--- config.mk ---
export PLATFORM = sky130hd
export DESIGN_NAME = pipeline_hazard_ctrl
export DESIGN_NICKNAME = d
export VERILOG_FILES = /design/src/rtl/pipeline_hazard_ctrl.sv
export SDC_FILE = /design/constraint.sdc
export NUM_CORES = 1
export LEC_CHECK = 0
export CAP_MARGIN = 20
export CELL_PAD_IN_SITES_DETAIL_PLACEMENT = 1
export CELL_PAD_IN_SITES_GLOBAL_PLACEMENT = 2
export CORE_ASPECT_RATIO = 1.75
export CORE_MARGIN = 3
export CORE_UTILIZATION = 32
export DETAILED_ROUTE_END_ITERATION = 8
export DONT_BUFFER_PORTS = 1
export GPL_TIMING_DRIVEN = 0
export MAX_ROUTING_LAYER = met4
export PLACE_DENSITY_LB_ADDON = 0.1
export SETUP_SLACK_MARGIN = 0.2
export SYNTH_ARGS = -nofsm -noshare
export SYNTH_HDL_FRONTEND = slang
export SYNTH_SLANG_ARGS = --single-unit
--- constraint.sdc ---
create_clock -name clk -period 2.24 [get_ports clk]
set_input_delay 0.448 -clock clk [delete_from_list [all_inputs] [get_ports clk]]
set_output_delay 0.448 -clock clk [all_outputs]
set_load 0.01 [all_outputs]
--- src/rtl/pipeline_hazard_ctrl.sv ---
// pipeline_hazard_ctrl
// Stall, bubble and flush sequencing for the five-stage pipeline. It covers
// three cases: load-use hazards that forwarding cannot resolve, taken-branch
// redirects resolved in execute, and multi-cycle data-memory accesses held in
// the mem stage. A small state machine remembers in-progress redirects and
// memory waits. Hazards detected in the current cycle drive the outputs
// combinationally, so there is no added latency.
//
// Parameters:
//   REDIRECT_CYCLES  cycles flush_decode stays high after a taken branch (1..7)
//   MEM_TIMEOUT      consecutive memory wait cycles before mem_timeout (1..255)
//
// Ports:
//   clk, rst                          clock, async active-high reset
//   rs1/rs2_addr_decode, rs*_used     decode-stage source registers and use flags
//   rd_addr_execute, mem_read_execute execute-stage destination / load flag
//   branch_taken_execute              execute redirects the PC this cycle
//   dmem_req_mem, dmem_ready          mem-stage access and its completion
//   stall_fetch/decode/execute/mem    pipeline register holds
//   flush_decode                      clear IF/ID to NOP
//   bubble_execute, bubble_wb         insert NOP into ID/EX, MEM/WB
//   mem_timeout                       sticky memory-timeout flag
//
// Optional feature (macro HAZARD_PERF_EN): adds the wrapping performance
// counters perf_stall_cycles, perf_loaduse_events and perf_redirect_events.

module pipeline_hazard_ctrl #(
    parameter int REDIRECT_CYCLES = 2,
    parameter int MEM_TIMEOUT     = 255
) (
    input  logic       clk,
    input  logic       rst,
    input  logic [4:0] rs1_addr_decode,
    input  logic [4:0] rs2_addr_decode,
    input  logic       rs1_used_decode,
    input  logic       rs2_used_decode,
    input  logic [4:0] rd_addr_execute,
    input  logic       mem_read_execute,
    input  logic       branch_taken_execute,
    input  logic       dmem_req_mem,
    input  logic       dmem_ready,
    output logic       stall_fetch,
    output logic       stall_decode,
    output logic       stall_execute,
    output logic       stall_mem,
    output logic       flush_decode,
    output logic       bubble_execute,
    output logic       bubble_wb,
    output logic       mem_timeout
`ifdef HAZARD_PERF_EN
    ,
    output logic [31:0] perf_stall_cycles,
    output logic [31:0] perf_loaduse_events,
    output logic [31:0] perf_redirect_events
`endif
);

    typedef enum logic [1:0] {
        RUN      = 2'd0,
        MEM_WAIT = 2'd1,
        REDIRECT = 2'd2
    } state_t;

    localparam logic [2:0] REDIRECT_RELOAD = 3'(REDIRECT_CYCLES - 1);
    localparam logic [7:0] TIMEOUT_LIMIT   = 8'(MEM_TIMEOUT);

    state_t     state, state_next, resume_state;
    logic [2:0] redirect_cnt, redirect_cnt_next;
    logic [7:0] wait_cnt, wait_cnt_next;
    logic       mem_stall;
    logic       load_use;
    logic       load_use_bubble;
    logic       branch_accept;
    logic       timeout_hit;

    // State register, counters and the sticky timeout flag.
    always_ff @(posedge clk or posedge rst) begin
        if (rst) begin
            state        <= RUN;
            redirect_cnt <= 3'd0;
            wait_cnt     <= 8'd0;
            mem_timeout  <= 1'b0;
        end else begin
            state        <= state_next;
            redirect_cnt <= redirect_cnt_next;
            wait_cnt     <= wait_cnt_next;
            if (timeout_hit) begin
                mem_timeout <= 1'b1;
            end
        end
    end

    // Hazard detection, next-state logic and the control outputs.
    // When a memory wait ends, that cycle behaves like the state being resumed.
    // A pending redirect therefore keeps flushing, and a branch that was held
    // in execute during the stall is accepted on the release cycle.
    always_comb begin
        state_next        = state;
        redirect_cnt_next = redirect_cnt;
        wait_cnt_next     = wait_cnt;
        stall_fetch       = 1'b0;
        stall_decode      = 1'b0;
        stall_execute     = 1'b0;
        stall_mem         = 1'b0;
        flush_decode      = 1'b0;
        bubble_execute    = 1'b0;
        bubble_wb         = 1'b0;
        load_use_bubble   = 1'b0;
        branch_accept     = 1'b0;
        timeout_hit       = 1'b0;

        mem_stall = !dmem_ready && (dmem_req_mem || (state == MEM_WAIT));

        load_use = mem_read_execute && (rd_addr_execute != 5'd0) &&
                   ((rs1_used_decode && (rs1_addr_decode == rd_addr_execute)) ||
                    (rs2_used_decode && (rs2_addr_decode == rd_addr_execute)));

        if (state == MEM_WAIT) begin
            resume_state = (redirect_cnt != 3'd0) ? REDIRECT : RUN;
        end else begin
            resume_state = state;
        end

        if (mem_stall) begin
            stall_fetch   = 1'b1;
            stall_decode  = 1'b1;
            stall_execute = 1'b1;
            stall_mem     = 1'b1;
            bubble_wb     = 1'b1;
            state_next    = MEM_WAIT;
            wait_cnt_next = (wait_cnt == 8'hFF) ? wait_cnt : wait_cnt + 8'd1;
            timeout_hit   = (wait_cnt_next >= TIMEOUT_LIMIT);
        end else begin
            wait_cnt_next = 8'd0;
            state_next    = RUN;
            if (branch_taken_execute) begin
                flush_decode      = 1'b1;
                bubble_execute    = 1'b1;
                branch_accept     = 1'b1;
                redirect_cnt_next = REDIRECT_RELOAD;
                state_next        = (REDIRECT_RELOAD != 3'd0) ? REDIRECT : RUN;
            end else if (resume_state == REDIRECT) begin
                flush_decode      = 1'b1;
                bubble_execute    = 1'b1;
                redirect_cnt_next = redirect_cnt - 3'd1;
                state_next        = (redirect_cnt == 3'd1) ? RUN : REDIRECT;
            end else if (load_use) begin
                stall_fetch     = 1'b1;
                stall_decode    = 1'b1;
                bubble_execute  = 1'b1;
                load_use_bubble = 1'b1;
            end
        end

        if (rst) begin
            stall_fetch     = 1'b0;
            stall_decode    = 1'b0;
            stall_execute   = 1'b0;
            stall_mem       = 1'b0;
            flush_decode    = 1'b0;
            bubble_execute  = 1'b0;
            bubble_wb       = 1'b0;
            load_use_bubble = 1'b0;
            branch_accept   = 1'b0;
        end
    end

`ifdef HAZARD_PERF_EN
    // Wrapping event counters. They only observe the control outputs.
    always_ff @(posedge clk or posedge rst) begin
        if (rst) begin
            perf_stall_cycles    <= 32'd0;
            perf_loaduse_events  <= 32'd0;
            perf_redirect_events <= 32'd0;
        end else begin
            if (stall_fetch) begin
                perf_stall_cycles <= perf_stall_cycles + 32'd1;
            end
            if (load_use_bubble) begin
                perf_loaduse_events <= perf_loaduse_events + 32'd1;
            end
            if (branch_accept) begin
                perf_redirect_events <= perf_redirect_events + 32'd1;
            end
        end
    end
`endif

endmodule

==> impl_results.md <==
- Skew-Pair Late Insertion Delay: 0.24 ns
- Max-Slew Margin vs Limit: 58.5%
- Slowest cell on crit path: dfrtp_1
- Die Ht: 81.2 um
- Vias per inst: 5.27
- Setup Skew: 0.00250 ns
- Crit start category: register
- Share of cells above drive strength 1: 28.9%
- Tmin final: 2.05 ns
- Final Hold Viols: 0
- Gpl congestion: 0.786
- Non-filler cells, final: 177
- Worst-path clk slew: 0.06 ns
- Initial antenna violation count: 0
- Total CTS buffers: 3
- CTS tree: yes
- DP Worst Slack: 0.0163 ns
- Finished Cell Area: 1290 um2
- Placed inst area: 1090 um2
- H-tree Lvls: 1
- Ys Warns: 0
- Sequential fraction of the synthesis area: 33.9%
- Port Buffer Count: 0
- RSZ-0062 raised after global routing: true
- Drt wl/cell: 15.2 um
- Final Total Pwr: 0.899 mW
- Final setup vio count: 0
- Placement Rows: 26
- Yosys reg bits: 14
- First-pass GRT wire length: 4530 um
- Clock tree sinks: 14
- WP data required: 1.79 ns
- Hold slack: 0.168 ns
- Die Width: 49.0 um
- Remaining DRCs: 0
- Power density over cell area: 697 nW/um2
- Hold_buf cts: 0
- Drt initial violations: 13
- Post-Synthesis Cells: 121
- Crit path kind: reg -> out
- TritonRoute pass-1 iters: 4
- Crit path arrival time: 1.60 ns
- Gr usage total: 15.2%
- Netlist cell types: 34
- Grt ovf: 0
- Max FO, Critical Path: 2
- Dpl cells: 163
- Maximum VDD drop: 474 uV
- Worst R2R Path Depth: 6
- Syn Area/Cell: 8.55 um2
- Syn nets: 148
- Pleak: 0.520 nW
- Ports: 31
- Sum of negative setup slack: 0 ns
- Area of the mapped netlist: 1030 um2
- Crit. End Element: output pin
- Final Core Density: 43.1%
- Die area: 3980 um2
- Most frequent cells in the layout: nor2_1, buf_4, dfrtp_1, xnor2_1
- Count of max-cap constraint violations: 0
- Worst setup margin: 0.193 ns
- Max incr delay on CP: 0.39 ns
- Period utilization: 91.4%
- Outcome: finished clean
- Fmax: 0.489 GHz
- Critical path cell sequence: inv_2, ha_4, nand2b_4, a211oi_4, nand2_2, o22ai_4, buf_6
- Routed Antenna Nets: 0
- Via count: 932
- Worst Hold Class: in -> async
- Starting Density: 34.6%
- Synth-to-layout area growth: 24.7%
- Inserted Diodes: 0
- # nets final: 163
- Clk Tree Root Cell: clkbuf_8
- Max-slew violations: 0
- Most common cell after layout, fill and taps aside: nor2_1
- Least-Margin Pin Slew: 0.621 ns
- Dpl hpwl: 1990 um
- WL final: 2680 um
- Vias in the first global route: 1001
- Clock Path Buffers: 2
- Pin count of the biggest net entering global routing: 16
- Area of the core: 2990 um2
[sequential cells by signal, summed over array words and instances, names as in the netlist]
name          cells
mem_timeout       1
redirect_cnt      3
state             2
wait_cnt          8
[power by group]
| part | total [mW] | switching (mW) | internal [mW] |
|---|---|---|---|
| Sequential | 0.316 | 0.0291 | 0.287 |
| Combinational | 0.332 | 0.156 | 0.176 |
| Clock | 0.251 | 0.0951 | 0.156 |
[final timing paths]
| kind | startpoint | slack (ns) | endpoint |
|---|---|---|---|
| setup / recovery | redirect_cnt[0]$_DFFE_PP0N_ | 0.19 | stall_fetch |
| max in group asynchronous | rst | 1.67 | wait_cnt[1]$_DFF_PP0_ |
| setup reg to reg | wait_cnt[0]$_DFF_PP0_ | 0.33 | mem_timeout$_DFFE_PP0P_ |
| hold / removal | rst | 0.17 | wait_cnt[5]$_DFF_PP0_ |
| min in group clk | branch_taken_execute | 0.31 | redirect_cnt[2]$_DFFE_PP0N_ |
| hold reg to reg | mem_timeout$_DFFE_PP0P_ | 0.54 | mem_timeout$_DFFE_PP0P_ |
[cell usage after synthesis]
master	n	area, um2
o211ai_1	2	15.0
o22ai_1	2	12.5
mux2i_1	3	30.0
nand2_4	1	11.3
o21ai_0	7	35.0
a41o_1	1	10.0
nand4_1	3	18.8
inv_2	1	3.75
nand4b_1	1	8.76
nand3_1	7	35.0
buf_2	1	5.00
nor2_1	19	71.3
nor2b_1	3	18.8
ha_1	4	50.1
and2_0	1	6.26
nand2b_1	1	6.26
a211oi_1	4	30.0
clkbuf_1	1	3.75
or3_2	1	7.51
a311oi_2	1	15.0
or4_4	1	11.3
a21oi_1	3	15.0
inv_1	4	15.0
nor3_1	6	30.0
buf_4	5	37.5
a31oi_1	1	6.26
xnor2_1	11	96.3
or4_1	1	7.51
o21bai_1	1	7.51
nor3_4	1	16.3
dfrtp_1	14	350
a211oi_2	1	12.5
xor2_1	1	8.76
nand2_1	7	26.3
[critical path: cells and delay by family, from the launching register on]
family                     cells  cell delay, ns
and+or+nand+nor                2            0.15
buffers and inverters          2            0.23
AOI/OAI and AO/OA              2            0.45
adders and majority gates      1            0.13
DFF                            1            0.39
[what timing repair did]
action                                 4_1_cts  5_1_grt
endpoints found under the hold margin        0        0
pin swaps                                    3        2
cloned                                       0        0
setup endpoints to repair                    7        6
resized for setup                           16        3
buffers inserted                             8        2
[area by class of cell]
class                           count  area, um2
Fill cell                         381       1700
Multi-Input combinational cell     95        684
Sequential cell                    14        350
Timing Repair Buffer               10       75.1
Clock buffer                        4       55.1
Buffer                              7       53.8
Tap cell                           42       52.6
Inverter                            5       18.8
[cell families after synthesis]
group           Yosys count  synth area share (%)
compound gates           23                  15.4
xor+xnor                 12                  10.2
fa+ha+maj                 4                  4.84
buf+inv                  12                  6.29
flops                    14                  33.9
mux                       3                  2.90
simple gates             53                  26.6
[routing by layer]
layer	vias to the layer above	track usage, %	wire [um]
li1	450	-	-
met1	459	15.2	967
met2	21	29.7	1590
met3	2	1.83	89
met4	0	5.98	38
met5	-	-	0
No activity file was read; power rests on OpenSTA's default activity.
